[config.mk]
export PLATFORM = sky130hd
export DESIGN_NAME = cook_sequencer_flat
export DESIGN_NICKNAME = d
export VERILOG_FILES = /design/src/rtl/cook_if.sv /design/src/rtl/cook_sequencer.sv /design/src/flat_wrapper.sv
export SDC_FILE = /design/constraint.sdc
export NUM_CORES = 1
export LEC_CHECK = 0
export CORE_ASPECT_RATIO = 1.2
export CORE_MARGIN = 5
export CORE_UTILIZATION = 57
export CTS_BUF_LIST = sky130_fd_sc_hd__clkbuf_16
export DETAILED_ROUTE_END_ITERATION = 10
export PLACE_DENSITY = 0.81
export REMOVE_ABC_BUFFERS = 1
export SYNTH_ARGS = -nofsm -noshare
export SYNTH_HDL_FRONTEND = slang
export SYNTH_SLANG_ARGS = --single-unit
export TNS_END_PERCENT = 100
[constraint.sdc]
create_clock -name clk -period 4.9 [get_ports clk]
set_input_delay 0.735 -clock clk [delete_from_list [all_inputs] [get_ports clk]]
set_output_delay 0.735 -clock clk [all_outputs]
set_load 0.005 [all_outputs]
[src/rtl/cook_if.sv]
// Keypad/front-end to cook sequencer bus: control pulses, entry fields and status.
// start/stop are single-cycle pulses sampled on clk; door_open is a level; no ready path.
interface cook_if #(
  parameter int MIN_W = 7,
  parameter int PW    = 3
);
  logic             start;
  logic             stop;
  logic             door_open;
  logic [MIN_W-1:0] time_min;
  logic [5:0]       time_sec;
  logic [PW-1:0]    power_level;
  logic             cooking;
  logic             mag_control;
  logic             buzzer;
  logic [MIN_W-1:0] remaining_min;
  logic [5:0]       remaining_sec;
  logic [1:0]       state;

  modport master (
    output start, stop, door_open, time_min, time_sec, power_level,
    input  cooking, mag_control, buzzer, remaining_min, remaining_sec, state
  );

  modport slave (
    input  start, stop, door_open, time_min, time_sec, power_level,
    output cooking, mag_control, buzzer, remaining_min, remaining_sec, state
  );
endinterface

[src/rtl/cook_sequencer.sv]
// Minutes:seconds cook timer with power-level duty window, +30 s, pause/cancel,
// door interlock on the magnetron and a timed end-of-cook buzzer.
module cook_sequencer #(
  parameter int CLK_PER_SEC = 1_000_000,
  parameter int MIN_W       = 7,
  parameter int MAX_MIN     = 99,
  parameter int PW          = 3,
  parameter int BUZZ_SEC    = 3
) (
  input  logic  clk,
  input  logic  rst,
  cook_if.slave bus
);
  localparam int PMAX  = (1 << PW) - 1;
  localparam int PRE_W = $clog2(CLK_PER_SEC);
  localparam int BZ_W  = $clog2(BUZZ_SEC + 1);

  typedef enum logic [1:0] {
    ST_IDLE    = 2'd0,
    ST_COOKING = 2'd1,
    ST_PAUSED  = 2'd2,
    ST_DONE    = 2'd3
  } state_e;

  state_e           state_q;
  logic [MIN_W-1:0] rem_min_q;
  logic [5:0]       rem_sec_q;
  logic [PRE_W-1:0] presc_q;
  logic [PW-1:0]    win_q;
  logic [BZ_W-1:0]  buzz_q;

  logic             tick;
  logic [MIN_W-1:0] entry_min, base_min, rem_min_d;
  logic [5:0]       entry_sec, base_sec, rem_sec_d;
  logic [6:0]       sec_plus;
  logic [PW-1:0]    win_d;
  logic             entry_zero;

  always_comb begin
    tick       = (presc_q == PRE_W'(CLK_PER_SEC - 1));
    entry_min  = (bus.time_min > MIN_W'(MAX_MIN)) ? MIN_W'(MAX_MIN) : bus.time_min;
    entry_sec  = (bus.time_sec > 6'd59) ? 6'd59 : bus.time_sec;
    entry_zero = (entry_min == '0) && (entry_sec == '0);
    // Countdown first, then any +30 s lands on top of the decremented value.
    base_min = rem_min_q;
    base_sec = rem_sec_q;
    if (tick) begin
      if (rem_sec_q == 6'd0) begin
        base_min = rem_min_q - 1'b1;
        base_sec = 6'd59;
      end else begin
        base_sec = rem_sec_q - 1'b1;
      end
    end
    sec_plus  = {1'b0, base_sec} + 7'd30;
    rem_min_d = base_min;
    rem_sec_d = base_sec;
    if (bus.start) begin
      if (sec_plus < 7'd60) begin
        rem_sec_d = sec_plus[5:0];
      end else if (base_min == MIN_W'(MAX_MIN)) begin
        rem_sec_d = 6'd59;
      end else begin
        rem_min_d = base_min + 1'b1;
        rem_sec_d = 6'(sec_plus - 7'd60);
      end
    end
    win_d = win_q;
    if (tick) win_d = (win_q == PW'(PMAX - 1)) ? '0 : win_q + 1'b1;
  end

  always_ff @(posedge clk) begin
    if (rst) begin
      state_q   <= ST_IDLE;
      rem_min_q <= '0;
      rem_sec_q <= '0;
      presc_q   <= '0;
      win_q     <= '0;
      buzz_q    <= '0;
    end else begin
      case (state_q)
        ST_IDLE: begin
          if (bus.start && !bus.stop && !bus.door_open && !entry_zero) begin
            state_q   <= ST_COOKING;
            rem_min_q <= entry_min;
            rem_sec_q <= entry_sec;
            presc_q   <= '0;
            win_q     <= '0;
          end
        end
        ST_COOKING: begin
          if (bus.stop || bus.door_open) begin
            state_q <= ST_PAUSED;
          end else begin
            presc_q   <= tick ? '0 : presc_q + 1'b1;
            win_q     <= win_d;
            rem_min_q <= rem_min_d;
            rem_sec_q <= rem_sec_d;
            if (rem_min_d == '0 && rem_sec_d == '0) state_q <= ST_DONE;
          end
        end
        ST_PAUSED: begin
          if (bus.stop) begin
            state_q   <= ST_IDLE;
            rem_min_q <= '0;
            rem_sec_q <= '0;
            presc_q   <= '0;
            win_q     <= '0;
          end else if (bus.start && !bus.door_open) begin
            state_q <= ST_COOKING;
          end
        end
        ST_DONE: begin
          if (bus.stop || bus.start || bus.door_open) begin
            state_q <= ST_IDLE;
            presc_q <= '0;
            buzz_q  <= '0;
          end else begin
            presc_q <= tick ? '0 : presc_q + 1'b1;
            if (tick) begin
              if (buzz_q == BZ_W'(BUZZ_SEC - 1)) begin
                state_q <= ST_IDLE;
                buzz_q  <= '0;
              end else begin
                buzz_q <= buzz_q + 1'b1;
              end
            end
          end
        end
        default: state_q <= ST_IDLE;
      endcase
    end
  end

  // Door gating is combinational so the magnetron drops in the cycle the door opens.
  assign bus.mag_control   = (state_q == ST_COOKING) && (win_q < bus.power_level) && !bus.door_open;
  assign bus.cooking       = (state_q == ST_COOKING);
  assign bus.buzzer        = (state_q == ST_DONE);
  assign bus.remaining_min = rem_min_q;
  assign bus.remaining_sec = rem_sec_q;
  assign bus.state         = state_q;
endmodule

[src/flat_wrapper.sv]
// flat-port wrapper written by rule: the top's interface ports become plain ports
module cook_sequencer_flat 
#(
  parameter int CLK_PER_SEC = 1_000_000,
  parameter int MIN_W       = 7,
  parameter int MAX_MIN     = 99,
  parameter int PW          = 3,
  parameter int BUZZ_SEC    = 3
)
  (clk, rst, bus_start, bus_stop, bus_door_open, bus_time_min, bus_time_sec, bus_power_level, bus_cooking, bus_mag_control, bus_buzzer, bus_remaining_min, bus_remaining_sec, bus_state);
  cook_if #(.MIN_W(MIN_W), .PW(PW)) bus_i ();
  input  logic clk;
  input  logic rst;
  input wire logic [$bits(bus_i.start)-1:0] bus_start;
  input wire logic [$bits(bus_i.stop)-1:0] bus_stop;
  input wire logic [$bits(bus_i.door_open)-1:0] bus_door_open;
  input wire logic [$bits(bus_i.time_min)-1:0] bus_time_min;
  input wire logic [$bits(bus_i.time_sec)-1:0] bus_time_sec;
  input wire logic [$bits(bus_i.power_level)-1:0] bus_power_level;
  output wire logic [$bits(bus_i.cooking)-1:0] bus_cooking;
  output wire logic [$bits(bus_i.mag_control)-1:0] bus_mag_control;
  output wire logic [$bits(bus_i.buzzer)-1:0] bus_buzzer;
  output wire logic [$bits(bus_i.remaining_min)-1:0] bus_remaining_min;
  output wire logic [$bits(bus_i.remaining_sec)-1:0] bus_remaining_sec;
  output wire logic [$bits(bus_i.state)-1:0] bus_state;
  assign bus_i.start = bus_start;
  assign bus_i.stop = bus_stop;
  assign bus_i.door_open = bus_door_open;
  assign bus_i.time_min = bus_time_min;
  assign bus_i.time_sec = bus_time_sec;
  assign bus_i.power_level = bus_power_level;
  assign bus_cooking = bus_i.cooking;
  assign bus_mag_control = bus_i.mag_control;
  assign bus_buzzer = bus_i.buzzer;
  assign bus_remaining_min = bus_i.remaining_min;
  assign bus_remaining_sec = bus_i.remaining_sec;
  assign bus_state = bus_i.state;
  cook_sequencer #(.CLK_PER_SEC(CLK_PER_SEC), .MIN_W(MIN_W), .MAX_MIN(MAX_MIN), .PW(PW), .BUZZ_SEC(BUZZ_SEC)) u_core (.clk(clk), .rst(rst), .bus(bus_i));
endmodule
# ---- Word-level counts from Yosys, hierarchy flattened
# Cells that the tools add are included.
# Widths: inputs -> output; s select.
dict set report classes {
  mul 0
  n_addsub 8
  div_mod_pow 0
  order_cmp 4
  n_bitwise 0
  eq_ne 15
  mux 44
  shifts 0
  reduce_logical 27
}
# op n
set op_table {}
lappend op_table {{$mux 20} 5}
lappend op_table {{$pmux 20 s4} 1}
lappend op_table {{$mux 7} 9}
lappend op_table {{$mux 6} 9}
lappend op_table {{$mux 2} 11}
lappend op_table {{$pmux 7 s3} 1}
lappend op_table {{$add 20x1->20 const B} 1}
lappend op_table {{$eq 20x20->1 const B} 1}
lappend op_table {{$logic_not 6->1} 3}
lappend op_table {{$pmux 6 s3} 1}
lappend op_table {{$mux 3} 5}
lappend op_table {{$logic_not 7->1} 2}
lappend op_table {{$reduce_and 5->1} 2}
lappend op_table {{$ne 3x1->1 const B} 3}
lappend op_table {{$pmux 3 s3} 1}
lappend op_table {{$logic_and 1x1->1} 8}
lappend op_table {{$pmux 2 s4} 1}
lappend op_table {{$add 6x5->7 const B} 1}
lappend op_table {{$add 7x1->7 const B} 1}
lappend op_table {{$eq 7x7->1 const B} 1}
lappend op_table {{$gt 7x7->1 const B} 1}
lappend op_table {{$lt 7x6->1 const B} 1}
lappend op_table {{$sub 7x1->7 const B} 1}
lappend op_table {{$eq 2x2->1 const B} 3}
lappend op_table {{other kinds (19)} 25}
dict set report totals {
  register_bits 40
  in_bits 21
  latch_bits 0
  romBits 0
  memories 0
  ram_bits 0
}

# ---- Depth between registers and ports, before layout
# Gate-level depths: netlist (run 1).
dict set report logic_depth {
  ltp_word 13
  ltp_mapped 16
  mapped_depth_nobuf 16
}

# ---- Worst setup path before layout (run 1)
# No wires, ideal clock.
dict set report synth_path {
  path_kind {reg2reg}
  startpoint {reg u_core.rem_sec_q[1] (netlist: u_core.bus.remaining_sec[1])}
  endpoint {reg u_core.state_q[0] (netlist: u_core.bus.state[0])}
  path_buffers 1
  period_less_slack_ns 3.440
  required_ns 4.831
  setup_time_ns 0.069
  path_stages_with_launch 16
  arrival_time_ns 3.371
  slack_ns 1.460
  cell_sequence {dfxtp_1 inv_1 ha_1 nor2b_1 nand2_1 or3_1 o21ai_0 ha_1 inv_1 a2111oi_4 buf_6 nor4_1 a311oi_2 nand4b_1 or4_1 o21ai_1}
}
dict set report synth_between {
  elab_chain_len 12
  elab_cells_between_ends 22
  cone_classes {add/sub (4); order compare (1); eq/ne (2); mux (10); reduce/logical (5)}
}
# element line
set synth_rtl {}
lappend synth_rtl {{from (decl)} cook_sequencer.sv:27} ;# logic [5:0] rem_sec_q;
lappend synth_rtl {{from (signal assigned)} cook_sequencer.sv:86} ;# rem_sec_q <= entry_sec;
lappend synth_rtl {{from (signal assigned)} cook_sequencer.sv:98} ;# rem_sec_q <= rem_sec_d;
lappend synth_rtl {{$sub 6x1->6 / $logic_not 6->1 (equally long branches)} {cook_sequencer.sv:52, cook_sequencer.sv:48}}
lappend synth_rtl {{$mux 6} cook_sequencer.sv:48} ;# if (rem_sec_q == 6'd0) begin
lappend synth_rtl {{$mux 6} cook_sequencer.sv:47} ;# if (tick) begin
lappend synth_rtl {{$add 6x5->7} cook_sequencer.sv:55} ;# sec_plus = {1'b0, base_sec} + 7'd30;
lappend synth_rtl {{$sub 6x6->6} cook_sequencer.sv:65} ;# rem_sec_d = 6'(sec_plus - 7'd60);
lappend synth_rtl {{$mux 6} cook_sequencer.sv:61} ;# end else if (base_min == MIN_W'(MAX_MIN)) begin
lappend synth_rtl {{$mux 6} cook_sequencer.sv:59} ;# if (sec_plus < 7'd60) begin
lappend synth_rtl {{$mux 6} cook_sequencer.sv:58} ;# if (bus.start) begin
lappend synth_rtl {{$logic_not 6->1} cook_sequencer.sv:99} ;# if (rem_min_d == '0 && rem_sec_d == '0) state_q <= ST_DONE;
lappend synth_rtl {{$logic_and 1x1->1 (*)} cook_sequencer.sv:99}
lappend synth_rtl {{$ne 3x1->1 (no line) (*)} --}
lappend synth_rtl {{$reduce_and 5->1 (no line) (*)} --}
lappend synth_rtl {{to (signal assigned)} cook_sequencer.sv:99}
lappend synth_rtl {{to (signal assigned)} cook_sequencer.sv:104} ;# state_q <= ST_IDLE;
lappend synth_rtl {{to (signal assigned)} cook_sequencer.sv:110} ;# state_q <= ST_COOKING;
lappend synth_rtl {{to (decl)} cook_sequencer.sv:25} ;# state_e state_q;
# Every way passes the cells marked *; elsewhere a longest branch is shown, timed or not.
# A chain may end at the register's enable or synchronous reset.

# ---- Final worst setup path (run 1)
# Ends and elaborated chain as after synthesis.

==> impl_metrics.tcl, run 1 <==
set metrics [dict create \
    hold_violations 0 \
    worstHoldPathType "reg -> reg" \
    syn_inst 437 \
    antenna_cells 0 \
    rsz0062_at_grt "no" \
    fin_skew_ps 10.1 \
    post_cts_buffers 0 \
    synth_warnings 0 \
    ctsRootBufferMaster "clkbuf_16" \
    num_vias 3443 \
    htree_levels 2 \
    path_max_fanout 11 \
    p_per_area_nw_per_um2 474 \
    ys_seq_elements 40 \
    irDropWorstVdd_mv 0.315 \
    grt_usage_pct 26.1 \
    slew_headroom_pct 54.4 \
    critPathKind "reg -> reg" \
    synth-async-reset-ratio_pct 0 \
    grt_pass1_wl_um 15400 \
    fmax_mhz 242 \
    die_w_um 79.6 \
    antenna_found_initial 0 \
    final_layout_size_suffix_gt1_share_pct 7.92 \
    die_y_um 93.6 \
    grt_pass1_vias 3230 \
    yosysSeqAreaShare_pct 24.1 \
    cap_violations 0 \
    cts_tree "yes" \
    status "completed" \
    postCtsHoldBufs 0 \
    synth.avg_cell_area_um2 7.59 \
    synthFlopType "dfxtp_1" \
    io_buffers 38 \
    ys_top_cells_by_count "nor2_1, dfxtp_1, nand2_1" \
    ant_nets 0 \
    syn_to_final_growth_pct 16.7 \
    numClockSinks 40 \
    fill_cells 486 \
    drt_first_pass_iters 5 \
    p_total_mw 1.83 \
    coreArea_um2 5670 \
    required_ps 5120 \
    cp-end-kind "register" \
    cts_resized 0 \
    ys_types 72 \
    setup_tns_ps 0 \
    insertion_delay_ps 290 \
    drtIter0Drc 293 \
    die_area_um2 7450 \
    vias_per_cell 6.29 \
    grt_max_degree 28 \
    grt_overflow 0 \
    yosys-top-cells-area "dfxtp_1, nor2_1, ha_1" \
    cts-buffers-inserted 5 \
    dp_hpwl_um 7230 \
    period_share_pct 84.3 \
    remaining_drc_errors 0 \
    max_slew.worst_pin.slew_ps 684 \
    startpoint_type "register" \
    finalMaxSlewViolations 0 \
    cellLeakagePower_nw 1.37 \
    path_clk_slew_ps 60 \
    yosysMostFrequentCell "nor2_1" \
    fin_nets 499 \
    synth_edf_count 0 \
    clk_path_buf_depth 2 \
    wl_per_cell_um 17.2 \
    setup_violations 0 \
    yosys.area.top_type "dfxtp_1" \
    rows 30 \
    min_period_ps 4130 \
    place.gp.congestion 0.930 \
    wirelength_um 9400 \
    syn_area_um2 3320 \
    io_pins 39 \
    arrival_ps 4350 \
    initial_utilization_pct 58.5 \
    synth_top_area_share_pct 24.1 \
]
[final timing paths]
path / from / end / slack (ps) / cells after the start
max: u_core.bus.remaining_sec[1] / u_core.bus.state[0] / 770 / 14
min: u_core.presc_q[1] / u_core.presc_q[1] / 530 / 2
max reg2reg: u_core.bus.remaining_sec[1] / u_core.bus.state[0] / 770 / 14
min reg2reg: u_core.presc_q[1] / u_core.presc_q[1] / 530 / 2
[cell type report]
class / count / area (µm²) / area share [%]
timing repair buffer: 43 / 418 / 10.8
multi-input combinational: 353 / 2320 / 59.9
inverter: 23 / 86.3 / 2.23
sequential: 40 / 801 / 20.7
tap: 80 / 100 / 2.59
clock inverter: 3 / 21.3 / 0.550
clock buffer: 5 / 125 / 3.23
[cell usage in the layout, fill, tap and decap left out, types with 14 or more instances in the layout]
master,netlist,routed
nor2_1,55,55
dfxtp_1,40,40
clkdlybuf4s50_1,0,38
nand2_1,33,33
o21ai_0,28,28
a21oi_1,25,25
inv_1,23,23
nor3_1,19,19
nand3_1,18,18
xnor2_1,14,14
[critical path, stage by stage (launching register included)]
cell       delay, ps
dfxtp_1          380
inv_1             80
ha_1             200
nor2b_1          190
nand2_1          200
or3_1            500
o21ai_0          300
ha_1             280
inv_1            100
a2111oi_4        620
o221ai_2         200
a311oi_2         270
nand4b_1         130
or4_1            450
o21ai_1          150
[sequential cells by signal (all words and copies together) (netlist names)]
signal                    cells
u_core.buzz_q                 2
u_core.bus.state              2
u_core.bus.remaining_sec      6
u_core.bus.remaining_min      7
u_core.presc_q               20
u_core.win_q                  3
[metal layers]
metal | vias up | wire [µm] | GRT usage (%)
met2 | 111 | 4650 | 44.2
met5 | - | 0 | 0
met1 | 1632 | 3890 | 30.7
met4 | 0 | 480 | 14.8
met3 | 35 | 381 | 4.34
li1 | 1665 | - | -
[through the flow]
stage | hold slack, ps | utilization (%) | cells | setup slack, ps | area [µm²]
6_report | 528 | 68.3 | 547 | 769 | 3870
5_1_grt | 559 | 68.3 | 547 | 454 | 3870
4_1_cts | 524 | 68.3 | 547 | 859 | 3870
3_5_place_dp | 514 | 65.7 | 539 | 884 | 3720
3_3_place_gp | 493 | 65.7 | 539 | 1000 | 3720
2_1_floorplan | 464 | - | 416 | 1340 | 3200
[kinds of logic (layout without fill, tap and decap cells)]
group / after synthesis / in the layout / synth area share [%]
AOI/OAI and AO/OA: 108 / 108 / 23.0
xor gates and xnor gates: 22 / 22 / 6.04
adders and majority gates: 12 / 12 / 4.53
buffers and inverters: 44 / 74 / 6.15
DFF: 40 / 40 / 24.1
muxes: 8 / 8 / 2.53
and+or+nand+nor: 203 / 203 / 33.6
[report_power, final]
part           leakage [nW]  internal (mW)  switching (mW)
sequential            0.325          0.376          0.0957
combinational         0.975          0.424           0.609
clock                0.0702          0.189           0.138
total                  1.37          0.989           0.843
Note: power is estimated with default switching activity, not from simulation.
==> run 2, diff against run 1 <==
--- a/config.mk
+++ b/config.mk
@@ -7,10 +7,10 @@
 export LEC_CHECK = 0
 export CORE_ASPECT_RATIO = 1.2
 export CORE_MARGIN = 5
-export CORE_UTILIZATION = 57
+export CORE_UTILIZATION = 51
 export CTS_BUF_LIST = sky130_fd_sc_hd__clkbuf_16
 export DETAILED_ROUTE_END_ITERATION = 10
-export PLACE_DENSITY = 0.81
+export PLACE_DENSITY = 0.77
 export REMOVE_ABC_BUFFERS = 1
 export SYNTH_ARGS = -nofsm -noshare
 export SYNTH_HDL_FRONTEND = slang
==> constraint.sdc (replaced) <==
create_clock -name clk -period 3.4 [get_ports clk]
set_input_delay 0.51 -clock clk [delete_from_list [all_inputs] [get_ports clk]]
set_output_delay 0.51 -clock clk [all_outputs]
set_load 0.005 [all_outputs]
==> run 2 against run 1 <==
Effect of this change:
- combinational power increased by 83%
- global-route usage is 1.8 points lower
- clock power grew 65%
- sequential share of layout area down 2.7 points
- design area is 16% higher
- via count up 8.9%
- sequential cell count stayed put
- clock skew shrank 1.3 ps
- first-iteration DRC count grew 9.2%
- total power rose by 67%
==> impl_metrics.tcl, run 2 (synthesis results as in run 1) <==
set metrics [dict create \
    min_period_ps 3340 \
    fin_skew_ps 8.77 \
    drt_first_pass_iters 4 \
    cap_violations 0 \
    cp-end-kind "register" \
    die_area_um2 8220 \
    cellLeakagePower_nw 1.70 \
    worstHoldPathType "reg -> reg" \
    use_met3_pct 2.87 \
    ant_nets 0 \
    postCtsHoldBufs 0 \
    antenna_found_initial 0 \
    final_cell_mix "nor2_1, buf_4, clkdlybuf4s50_1" \
    hold_violations 0 \
    io_buffers 38 \
    antenna_cells 0 \
    rsz0062_at_grt "yes" \
    grt_max_degree 18 \
    final_common_cell "nor2_1" \
    remaining_drc_errors 0 \
    placedCellCount 579 \
    p_per_area_nw_per_um2 682 \
    fill_cells 487 \
    grt_pass1_wl_um 16700 \
    coreArea_um2 6370 \
    wirelength_um 10700 \
    io_pins 39 \
    place.gp.congestion 1.03 \
    numClockSinks 40 \
    htree_levels 2 \
    path_clk_slew_ps 60 \
    wl_per_cell_um 17.9 \
    instances_no_fill 599 \
    path_max_fanout 8 \
    rows 32 \
    irDropWorstVdd_mv 0.419 \
    syn_to_final_growth_pct 35.3 \
    num_vias 3748 \
    grt_overflow 0 \
    die_w_um 83.6 \
    final_layout_size_suffix_gt1_share_pct 23.5 \
    busiest_layer "met2" \
    cts-buffers-inserted 5 \
    ctsRootBufferMaster "clkbuf_16" \
    required_ps 3620 \
    dp_hpwl_um 7720 \
    cp_num_buf_inv 2 \
    crit_slowest_cell "or4_4" \
    post-route-util_pct 70.5 \
    max_slew.worst_pin.slew_ps 731 \
    clk_path_buf_depth 2 \
    status "completed" \
    initial_utilization_pct 52.1 \
    grt_usage_pct 24.2 \
    startpoint_type "register" \
    slew_headroom_pct 50.8 \
    period_share_pct 98.3 \
    finalMaxSlewViolations 0 \
    fmax_mhz 299 \
    fin_nets 546 \
    use_met1_pct 28.3 \
    crit_path_max_incr_delay_ps 510 \
    cts_tree "yes" \
    path_cells "nor4b_4, nand3_4, or2_1, o31a_1, buf_4, o31ai_4, buf_6, nand3_1, xnor2_1, nand4b_1, or4_4, o21ai_1" \
    p_total_mw 3.06 \
    regMostFlops "u_core.presc_q" \
    drtIter0Drc 320 \
    insertion_delay_ps 290 \
    critPathKind "reg -> reg" \
    critPathTopFamily "simple AND/OR/NAND/NOR gates" \
    rrSetupSlack_ps 60 \
    setup_violations 0 \
    die_y_um 98.3 \
    largest_register_ff_count 20 \
    grt_pass1_vias 3499 \
    grtUsageMet2_pct 42.8 \
    arrival_ps 3560 \
    vias_per_cell 6.26 \
]
run 2: changes by cell type in the layout (fill, tap and decap cells not counted), sizes merged:
cell	delta
buf	+47
bufinv	+1
inv	-1
run 2: final timing paths:
| path | from | to | depth (start not counted) |
|---|---|---|---|
| setup reg to reg | u_core.presc_q[6] | u_core.bus.state[1] | 12 |
| setup / recovery | u_core.presc_q[6] | u_core.bus.state[1] | 12 |
| hold reg to reg | u_core.presc_q[1] | u_core.presc_q[1] | 2 |
| hold / removal | u_core.presc_q[1] | u_core.presc_q[1] | 2 |
run 2: where the power goes:
group | leakage [nW] | internal, mW | switching, mW
combinational | 1.30 | 0.820 | 1.06
clock | 0.0798 | 0.345 | 0.196
sequential | 0.329 | 0.543 | 0.100
total | 1.70 | 1.71 | 1.35
run 2: area by class of cell:
type	count	area, µm²	share of cell area, %
Tap cell	85	106	2.37
Clock buffer	5	125	2.79
Timing Repair Buffer	90	786	17.5
Sequential cell	40	810	18.0
Clock inverter	3	42.5	0.948
Inverter	23	86.3	1.92
Multi-Input combinational cell	353	2530	56.4
run 2: per-layer routing:
layer  up-vias  wire [µm]
met3        40        598
met2       169       5440
li1       1764          -
met4         0        536
met1      1775       4130
met5         -          0
run 2: stage by stage:
stage                     setup WS, ps  hold WS (ps)  TNS, ps  instance area [µm²]
after floorplan                   -164           464     -329                 3200
after global placement            35.1           504        0                 3990
after detailed placement         -92.5           515     -176                 3990
after CTS                         9.03           523        0                 4190
after global routing              -146           539     -306                 4490
final                             58.3           512        0                 4490
run 2: repair_timing:
action | 4_1_cts | 5_1_grt
endpoints found under the setup margin | 3 | 9
buffers inserted | 1 | 11
resized for setup | 5 | 50
pin swaps | 2 | 18
run 2: worst register-to-register path, stage by stage, from the launching register on:
cell and delay [ps]:
dfxtp_2 330, nor4b_4 360, nand3_4 130, or2_1 360, o31a_1 370, buf_4 160, o31ai_4 220, buf_6 170
nand3_1 110, xnor2_1 290, nand4b_1 140, or4_4 510, o21ai_1 130
